## config.mk

```make
export PLATFORM = sky130hd
export DESIGN_NAME = fifo_wr_rr_arbiter
export DESIGN_NICKNAME = d
export VERILOG_FILES = /design/src/rtl/fifo_wr_rr_arbiter.sv
export SDC_FILE = /design/constraint.sdc
export NUM_CORES = 1
export LEC_CHECK = 0
export BUFFER_PORTS_ARGS = -buffer_cell sky130_fd_sc_hd__buf_2
export CORE_MARGIN = 2
export CORE_UTILIZATION = 49
export CTS_BUF_LIST = sky130_fd_sc_hd__clkbuf_4
export DETAILED_ROUTE_END_ITERATION = 8
export MAX_ROUTING_LAYER = met4
export PLACE_DENSITY = 0.77
export SYNTH_ARGS = -nofsm -noshare
export SYNTH_HDL_FRONTEND = slang
export SYNTH_SLANG_ARGS = --single-unit
```

## constraint.sdc

```tcl
create_clock -name clk -period 3.2 [get_ports clk]
set_clock_uncertainty 0.1 [all_clocks]
set_input_delay 0.64 -clock clk [delete_from_list [all_inputs] [get_ports clk]]
set_output_delay 0.64 -clock clk [all_outputs]
set_load 0.01 [all_outputs]
```

## src/rtl/fifo_wr_rr_arbiter.sv

```systemverilog
// fifo_wr_rr_arbiter
//
// Round-robin write arbiter that lets NUM_REQ producers share one FIFO write port.
// A producer is granted for a burst of up to MAX_BURST words. The burst ends early when the
// producer drops its valid. Every burst is followed by one IDLE cycle, which re-runs the
// round-robin scan.
//
// The FIFO write port is driven from a register stage, so each write reaches the FIFO one cycle
// after it is accepted. The occupancy count (level) is updated when a write is accepted, not when
// it lands. This means the "level < ADDR_AVALABLE" check already includes the write in flight and
// can never overfill the FIFO.
//
// Ports
//   clk          rising-edge clock
//   reset        asynchronous, active-low reset
//   req_valid    per-requester data valid
//   req_data     packed requester words, requester i at [i*DATA_WIDTH +: DATA_WIDTH]
//   req_ready    per-requester accept (combinational, at most one bit high, only in BURST)
//   fifo_w_en    FIFO write enable (registered)
//   fifo_w_data  FIFO write data (registered, holds its value between writes)
//   fifo_full    FIFO full flag, used as a safety stall
//   fifo_r_en    consumer read enable, monitored for level tracking
//   fifo_empty   FIFO empty flag; a read while empty is ignored by the FIFO
//   level        committed occupancy, including the write in flight
//   almost_full  registered, equals (level >= ALMOST_FULL_TH)
//   grant_id     current or most recently granted requester
//   busy         high while a burst is in progress
module fifo_wr_rr_arbiter #(
  parameter int unsigned DATA_WIDTH     = 8,
  parameter int unsigned NUM_REQ        = 4,
  parameter int unsigned ADDR_WIDTH     = 4,
  parameter int unsigned ADDR_AVALABLE  = 13,
  parameter int unsigned ALMOST_FULL_TH = 11,
  parameter int unsigned MAX_BURST      = 4,
  localparam int unsigned GRANT_WIDTH   = $clog2(NUM_REQ)
) (
  input  logic                          clk,
  input  logic                          reset,
  input  logic [NUM_REQ-1:0]            req_valid,
  input  logic [NUM_REQ*DATA_WIDTH-1:0] req_data,
  output logic [NUM_REQ-1:0]            req_ready,
  output logic                          fifo_w_en,
  output logic [DATA_WIDTH-1:0]         fifo_w_data,
  input  logic                          fifo_full,
  input  logic                          fifo_r_en,
  input  logic                          fifo_empty,
  output logic [ADDR_WIDTH-1:0]         level,
  output logic                          almost_full,
  output logic [GRANT_WIDTH-1:0]        grant_id,
  output logic                          busy
);

  typedef enum logic [0:0] {StIdle, StBurst} state_e;

  localparam int unsigned CntWidth = 4;

  localparam logic [ADDR_WIDTH-1:0]  LevelOne = ADDR_WIDTH'(1);
  localparam logic [ADDR_WIDTH-1:0]  LevelMax = ADDR_WIDTH'(ADDR_AVALABLE);
  localparam logic [ADDR_WIDTH-1:0]  LevelAf  = ADDR_WIDTH'(ALMOST_FULL_TH);
  localparam logic [CntWidth-1:0]    CntOne   = CntWidth'(1);
  localparam logic [CntWidth-1:0]    CntLast  = CntWidth'(MAX_BURST - 1);
  // The pointer starts on the highest index so the first scan begins at requester 0.
  localparam logic [GRANT_WIDTH-1:0] LastInit = GRANT_WIDTH'(NUM_REQ - 1);

  state_e                 state_q, state_d;
  logic [GRANT_WIDTH-1:0] grant_q, grant_d;
  logic [GRANT_WIDTH-1:0] last_q, last_d;
  logic [CntWidth-1:0]    cnt_q, cnt_d;
  logic [ADDR_WIDTH-1:0]  level_q, level_d;
  logic                   almost_full_q;
  logic                   w_en_q;
  logic [DATA_WIDTH-1:0]  w_data_q;

  logic                   can_accept;
  logic                   accept;
  logic                   dec;

  // Unpack the requester words so the selected word can be indexed by grant.
  logic [DATA_WIDTH-1:0] words [NUM_REQ];

  for (genvar gi = 0; gi < NUM_REQ; gi++) begin : g_words
    assign words[gi] = req_data[gi*DATA_WIDTH +: DATA_WIDTH];
  end

  // Round-robin scan: first valid requester at last+1, last+2, ... with wrap-around.
  logic [GRANT_WIDTH-1:0] scan_cand;
  logic [GRANT_WIDTH-1:0] scan_idx;
  logic                   scan_found;

  always_comb begin
    scan_found = 1'b0;
    scan_idx   = '0;
    scan_cand  = '0;
    for (int unsigned k = 1; k <= NUM_REQ; k++) begin
      scan_cand = GRANT_WIDTH'((32'(last_q) + k) % NUM_REQ);
      if (!scan_found && req_valid[scan_cand]) begin
        scan_found = 1'b1;
        scan_idx   = scan_cand;
      end
    end
  end

  // Only the committed level is used here. A read in the same cycle does not make room
  // early, because the read may still be rejected by the FIFO.
  assign can_accept = (level_q < LevelMax) & ~fifo_full;

  // A read counts only when the FIFO actually takes it. The level guard keeps the
  // counter from wrapping if the flags ever disagree with it.
  assign dec = fifo_r_en & ~fifo_empty & (level_q != '0);

  // FSM next state, grant bookkeeping and the ready/accept decode.
  always_comb begin
    state_d   = state_q;
    grant_d   = grant_q;
    last_d    = last_q;
    cnt_d     = cnt_q;
    req_ready = '0;
    accept    = 1'b0;

    unique case (state_q)
      StIdle: begin
        if (scan_found) begin
          grant_d = scan_idx;
          cnt_d   = '0;
          state_d = StBurst;
        end
      end

      StBurst: begin
        req_ready[grant_q] = can_accept;
        accept             = req_valid[grant_q] & can_accept;
        if (accept) begin
          cnt_d = cnt_q + CntOne;
          if (cnt_q == CntLast) begin
            state_d = StIdle;
            last_d  = grant_q;
          end
        end else if (!req_valid[grant_q]) begin
          state_d = StIdle;
          last_d  = grant_q;
        end
        // A stall (valid high, not ready) holds the burst and its count.
      end

      default: begin
        state_d = StIdle;
      end
    endcase
  end

  // Occupancy: +1 on accept, -1 on an effective read, unchanged when both happen.
  always_comb begin
    level_d = level_q;
    unique case ({accept, dec})
      2'b10:   level_d = level_q + LevelOne;
      2'b01:   level_d = level_q - LevelOne;
      default: level_d = level_q;
    endcase
  end

  always_ff @(posedge clk or negedge reset) begin
    if (!reset) begin
      state_q       <= StIdle;
      grant_q       <= '0;
      last_q        <= LastInit;
      cnt_q         <= '0;
      level_q       <= '0;
      almost_full_q <= 1'b0;
      w_en_q        <= 1'b0;
      w_data_q      <= '0;
    end else begin
      state_q       <= state_d;
      grant_q       <= grant_d;
      last_q        <= last_d;
      cnt_q         <= cnt_d;
      level_q       <= level_d;
      // Computed from the next level so that it lines up with the level output.
      almost_full_q <= (level_d >= LevelAf);
      w_en_q        <= accept;
      if (accept) begin
        w_data_q <= words[grant_q];
      end
    end
  end

  assign fifo_w_en   = w_en_q;
  assign fifo_w_data = w_data_q;
  assign level       = level_q;
  assign almost_full = almost_full_q;
  assign grant_id    = grant_q;
  assign busy        = (state_q == StBurst);

endmodule

```

**After elaboration in Yosys (flattened, before gate mapping)**

Index checks and enable logic that the tools add are counted.

- Bits in registers: 23
- Bits of input ports: 41
- Output and inout bits: 21
- Logic and storage cells: 88

- Add/subtract/negate cells: 7
- $lt $le $gt $ge: 9
- Eq/ne operators: 7
- Multiplexer cells: 37
- Bitwise gates (word level): 9
- Reduce and logical (&&, ||, !) cells: 11

Operators with widths:

| cell | count |
|---|---|
| 8-bit binary-select mux with 2-bit select | 1 |
| 8-bit 2-to-1 mux | 2 |
| 4-bit one-hot mux with 2 select lines | 2 |
| 2-bit by 3-bit < comparator with 1-bit output, second input constant | 5 |
| 1-bit 2-to-1 mux | 15 |
| 2-bit 2-to-1 mux | 7 |
| 4-bit 2-to-1 mux | 3 |
| 1-bit binary-select mux with 2-bit select | 5 |
| 4-bit by 1-bit adder with 4-bit output, second input constant | 2 |
| 2-bit by 1-bit != test with 1-bit output, second input constant | 3 |
| 2-bit by 1-bit adder with 2-bit output, second input constant | 2 |
| 2-bit adder, second input constant | 2 |
| 1-bit AND | 4 |
| 4-bit AND | 1 |
| 4-bit by 2-bit equality test with 1-bit output, second input constant | 1 |
| 4-bit greater-or-equal comparator, second input constant | 1 |
| 1-bit logical AND | 4 |
| 4-bit < comparator, second input constant | 1 |
| 2-bit AND reduction | 2 |
| 4-bit nonzero test | 1 |
| 4-bit by 1-bit subtractor with 4-bit output, second input constant | 1 |
| 3-bit greater-or-equal comparator, second input constant | 1 |
| 1-bit zero test | 3 |
| 1-bit inverter | 3 |
| 8 further kinds | 8 |

**Longest topological paths before layout**

Gate-level depths: netlist of run 1.

- Depth after elaboration: 15
- Gate-level depth with buffers: 10
- Gate-level depth less buffers: 9

**Worst setup path after synthesis of run 1**

OpenSTA, ideal clock, no wires.

- Path type: input port to flip-flop
- From: input port req_valid[3]
- To: register almost_full_q (netlist: almost_full)
- Setup time: 104 ps
- Data arrival time: 2435 ps
- Data required time: 2996 ps
- Slack: 562 ps
- Cell stages on the path: 8
- Path buffers: 1
- Cells stage by stage: mux4_2 -> nand3_4 -> ha_1 -> clkbuf_1 -> nor4b_1 -> a41oi_1 -> a21o_1 -> a221oi_1

- Longest elaborated chain between the ends: 7
- Elaborated cells between the ends (all ways): 8
- Classes of those cells: order compare: 1; eq/ne: 2; mux: 4; bitwise: 1

Ends and longest elaborated chain:

| element | RTL line | source |
|---|---|---|
| start: declaration | 39 | `input logic [NUM_REQ-1:0] req_valid,` |
| 1-bit binary-select mux with 2-bit select (*) | 131 | `accept = req_valid[grant_q] & can_accept;` |
| 1-bit 2-to-1 mux (implied by the code) (*) | 131 |  |
| 1-bit AND (*) | 131 |  |
| 1-bit 2-to-1 mux (*) | 120 | `unique case (state_q)` |
| 2-bit by 1-bit equality test with 1-bit output / 2-bit equality test (equally long branches) | 154 | `unique case ({accept, dec})` |
| 4-bit one-hot mux with 2 select lines (*) | 154 |  |
| 4-bit greater-or-equal comparator (*) | 178 | `almost_full_q <= (level_d >= LevelAf);` |
| end signal: assignment | 178 |  |
| end: declaration | 70 | `logic almost_full_q;` |

Mark *: on every way between the ends. The rest lies on a longest branch, timed or not. The select of a mux whose other input is x is not followed.
A chain may end at the register's enable or synchronous reset.

**Worst setup path after layout of run 1**

- From: register level_q[0] (netlist: level[0])
- To: register almost_full_q (netlist: almost_full)

- Longest elaborated chain between the ends: 7
- Elaborated cells between the ends (all ways): 12
- Classes of those cells: add/sub: 2; order compare: 2; eq/ne: 2; mux: 2; bitwise: 3; reduce/logical: 1

Ends and longest elaborated chain:

| element | RTL line | source |
|---|---|---|
| start: declaration | 69 | `logic [ADDR_WIDTH-1:0] level_q, level_d;` |
| start signal: assignment | 176 | `level_q <= level_d;` |
| 4-bit < comparator | 105 | `assign can_accept = (level_q < LevelMax) & ~fifo_full;` |
| 1-bit AND | 105 |  |
| 1-bit AND | 131 |  |
| 1-bit 2-to-1 mux | 120 |  |
| 2-bit by 1-bit equality test with 1-bit output / 2-bit equality test (equally long branches) | 154 |  |
| 4-bit one-hot mux with 2 select lines (*) | 154 |  |
| via level_d[1] | 69 |  |
| 4-bit greater-or-equal comparator (*) | 178 |  |

Mark *: on every way through the listed nets, which the timed path passes. The rest lies on a longest branch.

==> results of run 1 <==
==> final timing paths <==
| check | depth (start not counted) | end | from | slack (ns) |
|---|---|---|---|---|
| max in group asynchronous | 1 | last_q[0]$_DFFE_PN1P_ | reset | 2.48 |
| hold reg to reg | 1 | cnt_q[2]$_DFFE_PN0P_ | cnt_q[2]$_DFFE_PN0P_ | 0.42 |
| setup reg to reg | 9 | almost_full$_DFF_PN0_ | level[0]$_DFF_PN0_ | 0.50 |
| hold / removal | 1 | level[0]$_DFF_PN0_ | reset | 0.16 |
| min in group clk | 1 | cnt_q[2]$_DFFE_PN0P_ | cnt_q[2]$_DFFE_PN0P_ | 0.42 |
| setup / recovery | 9 | almost_full$_DFF_PN0_ | level[0]$_DFF_PN0_ | 0.50 |
==> kinds of logic after synthesis <==
family	count (synthesis)
AOI/OAI and AO/OA	23
muxes	23
DFF	23
buffers and inverters	14
adders and majority gates	4
xor gates and xnor gates	5
and+or+nand+nor	32
==> layout by cell type, fill, tap and decap left out, types with 4 or more instances in the layout <==
master / netlist / routed
xnor2_1: 4 / 4
nor2_1: 4 / 4
ha_1: 4 / 4
a21oi_1: 5 / 5
o21ai_0: 4 / 4
mux4_2: 5 / 5
mux2_4: 6 / 6
mux2i_1: 4 / 4
buf_2: 1 / 61
mux4_1: 4 / 4
dfrtp_1: 21 / 21
nand2_1: 9 / 9
clkbuf_4: 0 / 4
mux2_2: 4 / 4
==> per-layer routing <==
metal  GRT usage [%]  up-vias  part of all wire, %
li1                -      585                    -
met1            23.4      621                   38
met2            38.3       40                   56
met3            2.62        5                  4.0
met4            9.42        0                  1.8
met5               -        -                    0
==> flip-flops by register name, summed over array words and instances, names as in the netlist <==
name,count
fifo_w_data,8
cnt_q,4
level,4
grant_id,2
last_q,2
almost_full,1
busy,1
fifo_w_en,1
==> where the power goes <==
part | leakage (uW) | switching [uW] | total, uW | internal (uW)
clock network | 0.0000184 | 87.2 | 145 | 57.4
registers | 0.000275 | 162 | 600 | 438
logic | 0.000596 | 419 | 892 | 473
==> area by class of cell <==
class / count / area, um^2 / share of cell area, %
repair buffers: 63 / 320 / 17.6
clock buffers: 4 / 30.0 / 1.65
flip-flops and latches: 23 / 578 / 31.8
inverters: 4 / 17.5 / 0.962
multi-input cells: 87 / 836 / 45.9
well taps: 31 / 38.8 / 2.13
==> metrics by stage <==
| stage | hold WS, ns | instances |
|---|---|---|
| 3_5_place_dp | 0.390 | 208 |
| 2_1_floorplan | 0.244 | 124 |
| 3_3_place_gp | 0.374 | 208 |
| 6_report | 0.160 | 212 |
| 4_1_cts | 0.181 | 212 |
| 5_1_grt | 0.197 | 212 |
==> worst max-delay path, stage by stage (launching register included) <==
cell,delay [ns]
dfrtp_1,0.51
o211ai_1,0.39
nand3_4,0.18
ha_1,0.32
xor2_1,0.17
ha_1,0.29
mux2i_1,0.23
inv_1,0.10
a21oi_1,0.19
a221oi_1,0.10
==> impl_results.md, run 1 <==
* Dpl hpwl at 2570 um
* Pin count of the biggest net entering global routing at 24
* Synth top area share at 35.4%
* CORE AREA at ~0.0028 mm^2
* Hold crit path type: input pin to asynchronous set/reset pin
* Req. time, crit path at between 3 and 4 ns
* Area after DPL at 0.00179 mm^2
* Endpoint class of the critical path: register
* Final Util at around 64%
* Die W at 59.1 um
* Worst slew pin tran at approximately 1.1 ns
* Share of layout cells above drive strength 1 at 47.5%
* Aggregate global-route resource usage at 21.3%
* Final Hold Viols at 0
* DRC errors left at 0
* First-pass GRT wire length at 5390 um
* Multiplexer area fraction after synthesis at between 20% and 30%
* Crit path arrival time at around 2.8 ns
* Number of buffers inserted by hold repair at cts at 0
* Relative slew slack at 26.2%
* Status: complete, no violations
* Clock Path Buffers at 2
* Setup WS pre-CTS at between 0.2 and 0.3 ns
* Synth cell types at 42
* Total setup buffers inserted after CTS at 0
* Commonest cells in the synthesized netlist: dfrtp_1, nand2_1, clkbuf_1
* F_max at ~370 MHz
* Largest family of logic cells by synthesized area: multiplexers
* Total Nets Final at around 230
* Pwr Density at around 900 mW/mm^2
* Fin Setup TNS at 0 ns
* Period utilization at 84.4%
* Sequential share of the synthesized area at 38.9%
* VDD IR-drop max at 0.000583 V
* Slew Viols, Final at 0
* Placer Congestion at around 0.94
* DRC marker count from the first detailed-route iteration at 87
* Grt ovf at 0
* DRT Pass-1 Iters at 4
* Die area at 0.00349 mm^2
* Clock transition at path regs at between 0.1 and 0.15 ns
* Synthesized-area fraction occupied by and/or/nand/nor cells at 12.2%
* Yosys warnings at 0
* Ports at 62
* Initial Utilization at 52.5%
* H-tree Lvls at 1
* # Max-Cap Violations at 0
* Final setup violation count at 0
* Design Area, Final at ~0.0018 mm^2
* Clock latency on the worst-skew pair at 0.32 ns
* RSZ-0062 raised after global routing: false
* Fillcell total at 232
* Syn_area_per_cell at between 10 and 15 um^2
* Routed len/inst at 15.9 um
* Critical path type: register to register
* Minimum clock period at about 2.7 ns
* Gate Count Post-Synth at between 100 and 150
* Synth Area in Compound Gates at 11.3%
* # diodes at 0
* # rows at 19
* EDFF count, synth at 0
* Vias in the first global route at 1246
* Antenna violations before repair at 0
* Via density per instance at 5.90
* Synthesized area at between 0.001 and 0.0015 mm^2
* Buffers added on ports at 61
* Total power draw at approximately 1600 uW
* Syn_nets at 169
* Synthesized flop and latch total at 23
* Clk sink count at 23
* Most used DFF post-synth: dfrtp_1
* Post-Synth Adder-Cell Area at 3.37%
* CP max FO at 10
* Die H at approximately 59 um
* Async S/R FF share, synth at 100%
* Startpoint types: register
* Inserted Clock Buffers at 3
* Largest cells by area after synthesis: dfrtp_1, mux4_2, mux4_1, mux2_4, dfstp_2
* PnR worst setup slack at roughly 0.5 ns
* WL final at around 3400 um
* TritonCTS clock tree: built
* Root buf cell: clkbuf_4
* Via count at between 1k and 1.5k
* CTS resizes at 0
* Leading area contributor after synthesis: dfrtp_1
* Xor/xnor share of the synthesized area at 2.95%
* Area delta synth->final at 22.6%
* Count leader, synth: dfrtp_1
* Static leakage at just under 0.0009 uW
* DRT antenna net count at 0
Power figures use the tool's default switching activity.
==> run 2, diff against run 1 <==
clock period = 2.7 ns   (was 3.2 ns; I/O delays follow)
==> impl_results.md, run 2 (same netlist as run 1, synthesis figures left out) <==
* Inserted Clock Buffers at 3 (unchanged)
* WL final at 3430 um (+2.0%)
* VDD IR-drop max at 0.000587 V (+0.64%)
* Final Hold Viols at 0 (unchanged)
* Slew Viols, Final at 0 (unchanged)
* Grt ovf at 0 (unchanged)
* Critical path type: register to register
* CP max FO at 5 (-5)
* Pin count of the biggest net entering global routing at 24 (unchanged)
* Startpoint types: register
* Status: complete, no violations
* Die W at 59.1 um (unchanged)
* Req. time, crit path at 2.81 ns (-0.50 ns)
* Via count at 1271 (+1.6%)
* Most common cell after layout, fill and taps aside: buf_2
* Dpl hpwl at 2690 um (+4.6%)
* Hold crit path type: input pin to asynchronous set/reset pin
* Via density per instance at 5.80 (-1.6%)
* Die area at 0.00349 mm^2 (unchanged)
* Ports at 62 (unchanged)
* Initial Utilization at 52.5% (unchanged)
* CORE AREA at 0.00283 mm^2 (unchanged)
* DRC marker count from the first detailed-route iteration at 40 (-54%)
* Relative slew slack at 65.9% (+40 points)
* First-pass GRT wire length at 5570 um (+3.3%)
* Endpoint class of the critical path: register
* DRC errors left at 0 (unchanged)
* Minimum clock period at 2.46 ns (-0.238 ns)
* Final setup violation count at 0 (unchanged)
* Vias in the first global route at 1268 (+1.8%)
* RSZ-0062 raised after global routing: false
* Crit path buf inv count at 0 (-1)
* Fillcell total at 227 (-2.2%)
* Clock latency on the worst-skew pair at 0.30 ns (-0.02 ns)
* Clock transition at path regs at 0.12 ns (about the same)
* # diodes at 0 (unchanged)
* Total Nets Final at 234 (+3.1%)
* Total power draw at 1990 uW (+21%)
* Buffers added on ports at 61 (unchanged)
* Number of buffers inserted by hold repair at cts at 0 (unchanged)
* WHS at 0.0861 ns (-0.0738 ns)
* # Max-Cap Violations at 0 (unchanged)
* Crit path largest cell delay at 0.56 ns (+0.05 ns)
* Cell Chain, Critical Path: mux4_2 -> nand3_4 -> ha_1 -> nand2b_1 -> a2111o_1 -> a21o_1 -> a221oi_1
* Period utilization at 91.2% (+6.8 points)
* Area delta synth->final at 26.1%
* Share of layout cells above drive strength 1 at 49.5% (+2.0 points)
* Max reg flops at 8 (unchanged)
* # rows at 19 (unchanged)
* Crit path arrival time at 2.58 ns (-0.23 ns)
* H-tree Lvls at 1 (unchanged)
* CP delay by family, top: compound AO/OA/AOI/OAI gates
* Slowest CP cell: mux4_2
* TritonCTS clock tree: built
* Die H at 59.1 um (unchanged)
* Antenna violations before repair at 0 (unchanged)
* DRT Pass-1 Iters at 4 (unchanged)
* Worst slew pin tran at 0.512 ns (-0.586 ns)
* Clock Path Buffers at 2 (unchanged)
* F_max at 406 MHz (+9.7%)
* Clk sink count at 23 (unchanged)
* Pwr Density at 1060 mW/mm^2 (+18%)
* Routed len/inst at 15.7 um (-1.3%)
* Root buf cell: clkbuf_4
* Static leakage at 0.000923 uW (+3.7%)
* Most frequent cells in the layout: buf_2, dfrtp_1, nand2_1, buf_4, mux2_4
* DRT antenna net count at 0 (unchanged)
* Placer Congestion at 0.906 (-3.6%)
* CTS resizes at 0 (unchanged)
* Aggregate global-route resource usage at 21.9% (+0.60 points)
-- run 2: changes by cell type in the layout (fill, tap and decap cells not counted) --
cell   previous run  this run
buf_4             2         9
-- run 2: path summary, 6_finish.rpt --
kind | start | depth (start not counted) | slack [ns] | end
worst min register to register | fifo_w_data[7]$_DFFE_PN0P_ | 1 | 0.42 | fifo_w_data[7]$_DFFE_PN0P_
worst max-delay path | grant_id[0]$_DFFE_PN0P_ | 7 | 0.24 | almost_full$_DFF_PN0_
worst max register to register | grant_id[0]$_DFFE_PN0P_ | 7 | 0.24 | almost_full$_DFF_PN0_
min in group clk | fifo_w_data[7]$_DFFE_PN0P_ | 1 | 0.42 | fifo_w_data[7]$_DFFE_PN0P_
worst min-delay path | reset | 1 | 0.09 | fifo_w_data[6]$_DFFE_PN0P_
max in group asynchronous | reset | 1 | 2.05 | last_q[0]$_DFFE_PN1P_
-- run 2: area by class of cell --
type                    count  area, um^2  area share, %
repair buffers             70         373           19.9
inverters                   4        17.5          0.935
well taps                  31        38.8           2.07
multi-input cells          87         836           44.6
clock buffers               4        30.0           1.60
flip-flops and latches     23         578           30.9
-- run 2: timing repair --
action / in CTS / in global routing
setup buffers: 0 / 1
endpoints found under the hold margin: 0 / 0
endpoints found under the setup margin: 0 / 1
-- run 2: stage by stage --
step / std cells / util (%) / area (um^2) / setup TNS, ns / setup slack, ns
final: 219 / 66.2 / 1870 / 0 / 0.236
after floorplan: 124 / - / 1490 / 0 / 0.139
after global placement: 214 / 64.9 / 1840 / 0 / 0.0870
after global routing: 219 / 66.2 / 1870 / 0 / 0.0474
after detailed placement: 214 / 64.9 / 1840 / -0.00511 / -0.00511
after CTS: 218 / 65.9 / 1870 / 0 / 0.126
-- run 2: layer usage --
layer  track usage, %  vias to the layer above  routed length, um
li1                 -                      601                  -
met1             26.0                      619               1310
met2             37.8                       40               1890
met3             2.62                       11                142
met4             8.44                        0                 80
met5                -                        -                  0
-- run 2: report_power, final --
group	internal (uW)	switching, uW	leakage, uW
combinational	604	545	0.000629
clock	67.7	97.2	0.0000184
sequential	520	155	0.000275
total	1190	797	0.000923
-- run 2: worst reg2reg max path, cell delays in order (launching register included) --
cell and delay (ns):
dfrtp_1 0.40, mux4_2 0.56, nand3_4 0.09, ha_1 0.23, nand2b_1 0.08, a2111o_1 0.43, a21o_1 0.18, a221oi_1 0.29
